--- src/rtl/result_bcd_converter.sv ---
// Sequential 16-bit binary to 5-digit BCD converter (double dabble, one bit per clock)
// with sign, overflow flag and leading-zero mask for a result display.
module result_bcd_converter (
    input  logic        clk,
    input  logic        rst_n,
    input  logic        start,
    input  logic [31:0] value_in,
    input  logic        negative_in,
    output logic [19:0] bcd_out,
    output logic [4:0]  digit_valid,
    output logic        sign_out,
    output logic        overflow,
    output logic        busy,
    output logic        done
);

    typedef enum logic [1:0] {
        IDLE,
        SHIFT,
        DONE
    } state_t;

    state_t      state_q, state_d;
    logic [15:0] shift_q, shift_d;
    logic [19:0] scratch_q, scratch_d;
    logic [4:0]  cnt_q, cnt_d;
    logic        ovf_cap_q, ovf_cap_d;
    logic        neg_cap_q, neg_cap_d;
    logic [19:0] bcd_q, bcd_d;
    logic [4:0]  dv_q, dv_d;
    logic        sign_q, sign_d;
    logic        ovf_q, ovf_d;
    logic        done_q, done_d;

    logic [19:0] adjusted;
    logic [19:0] scratch_shifted;
    logic [15:0] shift_shifted;
    logic [4:0]  dv_final;
    logic        nz_acc;

    // One double-dabble step: digits are always <= 9 here, so +3 never carries out of a nibble.
    always_comb begin
        adjusted = scratch_q;
        for (int unsigned i = 0; i < 5; i++) begin
            if (scratch_q[4*i +: 4] >= 4'd5) begin
                adjusted[4*i +: 4] = scratch_q[4*i +: 4] + 4'd3;
            end
        end
        scratch_shifted = {adjusted[18:0], shift_q[15]};
        shift_shifted   = {shift_q[14:0], 1'b0};
    end

    always_comb begin
        dv_final = '0;
        nz_acc   = 1'b0;
        for (int unsigned k = 0; k < 5; k++) begin
            nz_acc            = nz_acc | (|scratch_shifted[4*(4-k) +: 4]);
            dv_final[4-k]     = nz_acc;
        end
        dv_final[0] = 1'b1;
    end

    always_comb begin
        state_d   = state_q;
        shift_d   = shift_q;
        scratch_d = scratch_q;
        cnt_d     = cnt_q;
        ovf_cap_d = ovf_cap_q;
        neg_cap_d = neg_cap_q;
        bcd_d     = bcd_q;
        dv_d      = dv_q;
        sign_d    = sign_q;
        ovf_d     = ovf_q;
        done_d    = 1'b0;

        case (state_q)
            // The DONE->IDLE edge doubles as the IDLE sampling edge, so a request
            // is taken at the earliest one cycle after the done pulse begins.
            IDLE, DONE: begin
                if (state_q == DONE) begin
                    state_d = IDLE;
                end
                if (start) begin
                    shift_d   = value_in[15:0];
                    ovf_cap_d = |value_in[31:16];
                    neg_cap_d = negative_in;
                    scratch_d = '0;
                    cnt_d     = '0;
                    state_d   = SHIFT;
                end
            end
            SHIFT: begin
                scratch_d = scratch_shifted;
                shift_d   = shift_shifted;
                cnt_d     = cnt_q + 5'd1;
                if (cnt_q == 5'd15) begin
                    state_d = DONE;
                    done_d  = 1'b1;
                    ovf_d   = ovf_cap_q;
                    sign_d  = neg_cap_q & (|scratch_shifted);
                    bcd_d   = ovf_cap_q ? '0 : scratch_shifted;
                    dv_d    = ovf_cap_q ? 5'b00001 : dv_final;
                end
            end
            default: state_d = IDLE;
        endcase
    end

    always_ff @(posedge clk or negedge rst_n) begin
        if (!rst_n) begin
            state_q   <= IDLE;
            shift_q   <= '0;
            scratch_q <= '0;
            cnt_q     <= '0;
            ovf_cap_q <= 1'b0;
            neg_cap_q <= 1'b0;
            bcd_q     <= '0;
            dv_q      <= 5'b00001;
            sign_q    <= 1'b0;
            ovf_q     <= 1'b0;
            done_q    <= 1'b0;
        end else begin
            state_q   <= state_d;
            shift_q   <= shift_d;
            scratch_q <= scratch_d;
            cnt_q     <= cnt_d;
            ovf_cap_q <= ovf_cap_d;
            neg_cap_q <= neg_cap_d;
            bcd_q     <= bcd_d;
            dv_q      <= dv_d;
            sign_q    <= sign_d;
            ovf_q     <= ovf_d;
            done_q    <= done_d;
        end
    end

    assign bcd_out     = bcd_q;
    assign digit_valid = dv_q;
    assign sign_out    = sign_q;
    assign overflow    = ovf_q;
    assign busy        = (state_q == SHIFT);
    assign done        = done_q;

endmodule

--- config.mk ---
export PLATFORM = sky130hd
export DESIGN_NAME = result_bcd_converter
export DESIGN_NICKNAME = d
export VERILOG_FILES = /design/src/rtl/result_bcd_converter.sv
export SDC_FILE = /design/constraint.sdc
export NUM_CORES = 1
export LEC_CHECK = 0
export CAP_MARGIN = 10
export CORE_MARGIN = 2
export CORE_UTILIZATION = 52
export DETAILED_ROUTE_END_ITERATION = 10
export HOLD_SLACK_MARGIN = 0.02
export PLACE_DENSITY_LB_ADDON = 0.08
export SYNTH_ARGS = -nofsm -noshare
export SYNTH_HDL_FRONTEND = slang
export SYNTH_SLANG_ARGS = --single-unit
--- constraint.sdc ---
create_clock -name clk -period 2.2 [get_ports clk]
set_input_delay 0.44 -clock clk [delete_from_list [all_inputs] [get_ports clk]]
set_output_delay 0.44 -clock clk [all_outputs]
set_load 0.01 [all_outputs]
# Word level (Yosys, flattened, before mapping)
# Cells that the tools add are included.
# classes
n_eq_ne,6
n_addsub,6
n_reduce_logical,13
n_bitwise,4
magnitude_cmp,5
mux,19
# op_table
cell,count
$mux W20,2
$pmux W20 S2,1
$pmux W16 S2,1
$ge A4 B3 Y1 const B,5
$reduce_or A20 Y1,1
$add A4 B2 Y4 const B,4
$mux W16,1
$mux W4,4
$reduce_or A16 Y1,1
$reduce_or A4 Y1,4
$mux W5,2
$pmux W5 S2,1
$reduce_and A2 Y1,4
$mux W2,3
$add A5 B1 Y5 const B,1
$eq A5 B4 Y1 const B,1
$pmux W2 S2,1
$add A3 B2 Y3 const B,1
$mux W3,1
$ne A3 B3 Y1 const B,1
$or A1 B1 Y1,3
$eq A2 B1 Y1 const B,1
$eq A2 B2 Y1 const B,1
$logic_not A2 Y1,1
other kinds (6),7
# totals
input_bits,36
elab_cells,64
regBits,73

# Depth between registers and ports, before layout
# Gate-level depths: netlist (run 1).
# logic_depth
word_depth,7
mapped_depth,8
ltp_nobuf,8

# Least setup slack after synthesis (run 1)
# Ideal clock, no wire load.
# synth_path
kind,flip-flop to flip-flop
start,register scratch_q[12]
end,"register dv_q[2], in the netlist digit_valid[2]"
path_slack_ns,0.339
synth_period_minus_slack_ns,1.861
arrival_time_ns,1.733
setup_time_ns,0.128
stages_incl_launch_ff,9
required_ns,2.072
cell_sequence,dfrtp_1 -> inv_1 -> ha_1 -> nand2b_1 -> a21oi_1 -> mux2i_1 -> nand3b_1 -> o31ai_1 -> nand2_1
# synth_via
elab_chain_len,6
elab_cells_between_ends,8
classes_between,add/sub (1); order compare (1); mux (2); bitwise (2); reduce/logical (2)
# synth_lines
item,line,source
from (decl),25,"logic [19:0] scratch_q, scratch_d;"
from (signal assigned),125,scratch_q <= scratch_d;
$add A4 B2 Y4 or $ge A4 B3 Y1 (tied branches),"46, 45",
$mux W4 *,45,if (scratch_q[4*i +: 4] >= 4'd5) begin
$reduce_or A4 Y1,57,nz_acc = nz_acc | (|scratch_shifted[4*(4-k) +: 4]);
$or A1 B1 Y1 * (2 in a row),57,
$mux W5 *,102,dv_d = ovf_cap_q ? 5'b00001 : dv_final;
to (signal assigned),130,dv_q <= dv_d;
to (decl),30,"logic [4:0] dv_q, dv_d;"
# Mark *: on every way between the ends. The rest lies on a longest branch, timed or not.
# A chain may end at the register's enable or synchronous reset.

# Worst setup path in the final report (run 1)
# layout_path
start,register state_q[0]
end,output busy
# layout_via
elab_chain_len,1
# layout_lines
item,line,source
from (decl),23,"state_t state_q, state_d;"
from (signal assigned),123,state_q <= state_d;
$eq A2 B1 Y1,141,assign busy = (state_q == SHIFT);
to (decl),13,"output logic busy,"
# No other way between the ends.

==> metrics, run 1 <==
largest net degree at the start of global routing 42; Die W around 84 um; initial core utilization 0.533; DRT iter0 DRCs approximately 120; Final setup viols 0; drt pass-1 iters 4; status complete, no violations; Slew headroom 0.500; Critical Setup Path Class flip-flop to output pin; Worst Tran Pin Value approximately 750 ps; endpoints failing hold 0; CTS Buffer Depth 2; r2r startpoint cnt_q[0]$_DFFE_PN0P_; Worst Reg2Reg Path Length in Cells 8; FILL cells 496; Hold Crit Class input port to asynchronous set/reset pin; die footprint 7090 um2; mean number of vias per cell around 5.7; R2R Setup Slk ~110 ps; delay-heaviest family, CP buffers and inverters; Comb pwr share 0.467; # rows 29; crit-path max cell delay roughly 470 ps; gr ovfl total 0; Core Box Area between 6000 and 7000 um2; cts bufs inserted 9; Int Pwr 4130 uW; worst r2r dst sign_out$_DFFE_PN0P_; number of diodes 0; Critical Path End Type output pin; WP data arrival around 1700 ps; period utilization 0.960; share of cells above drive strength 1 0.112; clock group share of total power 0.174; worst-path cell chain nand2b_1 > clkinv_1 > buf_4 > clkdlybuf4s50_1; post-route cell area 4380 um2; Final Critical Period 2110 ps; warning count from the yosys run 0; # IOs 65; Mean Syn Cell Area 10.1 um2; CTS tree built; hpwl dp 5190 um; Post-Syn Area between 3000 and 4000 um2; Crit-path slowest cell clkdlybuf4s50_1; area of the multi-input gates approximately 1500 um2; worst path bufs/invs 3; Root Buffer clkbuf_8; Register Area between 1500 and 2000 um2; Slew Limit Fails 0; Pleak just over 0.002 uW; P&R area growth vs syn 31.0%; Detail Route Antenna Nets 0; Port Buffer Count 63; Sink Count slightly above 70; critical path depth 4; Power Total 6650 uW; Fin Clk Skew 8.04 ps; clock latency on the worst-skew pair 350 ps; Cells after Synth 330; RePlAce Congestion between 0.8 and 0.9; Die Ht ~84 um; htree depth 3; total global-route track usage 0.227; worst vdd ir roughly 0.00075 V; Yosys reg bits 72; DRC 0; CTS Hold Bufs 0; initial antenna violation count 0; post-synthesis cell type count 34; first-pass GRT wire length ~13,000 um; Startpoint Class flip-flop; Nets 453; sequential power share 0.359; FMAX about 0.47 GHz; clk slew on worst S/H paths approximately 80 ps; Synthesized Nets between 300 and 400; wire length per cell around 16 um; Sw Share 0.380; routed via count 2,755; switching power 2530 uW; vias in the first global route between 2,000 and 3,000; placed inst area 4130 um2; Critical Path Sink busy; Max Cap Violations 0; Routed WL 7700 um; Worst Path Max Fanout 3; crit path from state_q[0]$_DFFE_PN0P_; CP Data Required Time roughly 1800 ps; sequential fraction of the synthesis area 0.538; power per cell area 1520 nW/um2
==> kinds of logic after synthesis <==
group                    synth area share
AO/OA/AOI/OAI                       0.177
XOR/XNOR                           0.0131
adder cells (fa/ha/maj)            0.0449
buffers and inverters              0.0359
flip-flops                          0.538
multiplexers                       0.0333
other                             0.00112
AND/OR/NAND/NOR                     0.156
==> cell type report <==
cell class | instances | area share
timing repair buffer | 79 | 0.173
clock inverter | 6 | 0.0188
inverter | 14 | 0.0120
sequential | 72 | 0.411
multi-input combinational | 229 | 0.332
tap | 77 | 0.0220
clock buffer | 10 | 0.0314
==> timing repair <==
| action | 4_1_cts | 5_1_grt |
|---|---|---|
| buffers inserted | 0 | 1 |
| resized for setup | 1 | 6 |
| setup endpoints to repair | 15 | 18 |
==> stage by stage <==
| stage | setup WS (ps) | std cells | TNS, ps | hold WS [ps] | util |
|---|---|---|---|---|---|
| 6_report | 87.2 | 487 | 0 | 123 | 0.698 |
| 3_3_place_gp | -192 | 470 | -2760 | 459 | 0.658 |
| 2_1_floorplan | 339 | 330 | 0 | 144 | - |
| 5_1_grt | -11.6 | 487 | -11.6 | 169 | 0.698 |
| 4_1_cts | 97.3 | 486 | 0 | 136 | 0.693 |
| 3_5_place_dp | -215 | 470 | -3950 | 466 | 0.658 |
==> worst min-delay path by stage <==
stage | startpoint | to | slack [ps]
detailed placement | shift_q[3]$_DFFE_PN0P_ | shift_q[3]$_DFFE_PN0P_ | 470
CTS | rst_n | bcd_out[7]$_DFFE_PN0P_ | 140
floorplan | rst_n | bcd_out[0]$_DFFE_PN0P_ | 140
global route | rst_n | bcd_out[18]$_DFFE_PN0P_ | 170
finish | rst_n | bcd_out[7]$_DFFE_PN0P_ | 120
global placement | shift_q[1]$_DFFE_PN0P_ | shift_q[1]$_DFFE_PN0P_ | 460
==> cell usage after synthesis, drive strengths merged <==
cell    number  area, um2
a21o         1       7.51
a21oi       13       68.8
a22o        26        230
a22oi       16        120
a41oi        1       8.76
and3         1       6.26
buf          6       33.8
clkbuf       9       33.8
clkinv       1       3.75
conb         1       3.75
dfrtp       72       1800
ha          12        150
inv         13       48.8
mux2         1       11.3
mux2i       10        100
nand2       69        259
nand2b      10       62.6
nand3        7       35.0
nand3b       1       7.51
nand4        1       6.26
nor2         5       18.8
nor2b        1       6.26
nor3         4       20.0
nor3b        7       52.6
nor4         5       37.5
o21ai       30        150
o31ai        1       7.51
or4          1       11.3
xnor2        5       43.8
==> registers in the layout, summed over array words and instances (netlist names) <==
name,count
bcd_out,20
scratch_q,20
shift_q,16
cnt_q,5
digit_valid,4
state_q,2
done,1
neg_cap_q,1
overflow,1
ovf_cap_q,1
sign_out,1
==> per-layer routing <==
layer / part of all wire / global-route usage
met1: 0.44 / 0.286
met2: 0.50 / 0.379
met3: 0.040 / 0.0423
met4: 0.023 / 0.106
met5: 0 / 0
==> layout by cell type (no fill, tap or decap), drive strengths merged, types with 10 or more instances in the layout <==
| cell | Yosys | routed |
|---|---|---|
| mux2i | 10 | 10 |
| a22oi | 16 | 16 |
| a22o | 26 | 26 |
| ha | 12 | 12 |
| o21ai | 30 | 30 |
| clkdlybuf4s50 | 0 | 62 |
| buf | 6 | 17 |
| nand2 | 69 | 69 |
| a21oi | 13 | 13 |
| clkbuf | 9 | 10 |
| dfrtp | 72 | 72 |
| nand2b | 10 | 10 |
| inv | 13 | 13 |
==> power groups by stage <==
stage	Sequential (uW)	Clock [uW]	Combinational, uW
floorplan	2380	0	1830
global placement	2370	0	2930
detailed placement	2390	0	3050
CTS	2380	1170	3070
global route	2460	1230	3440
finish	2390	1160	3100
(Power assumes the default switching activity.)
==> inputs of run 2 (changes only) <==
- HOLD_SLACK_MARGIN: 0.02 -> 0.06
==> results of run 2 <==
Same layout as run 1: the final DEF is identical, and so are final timing and power.
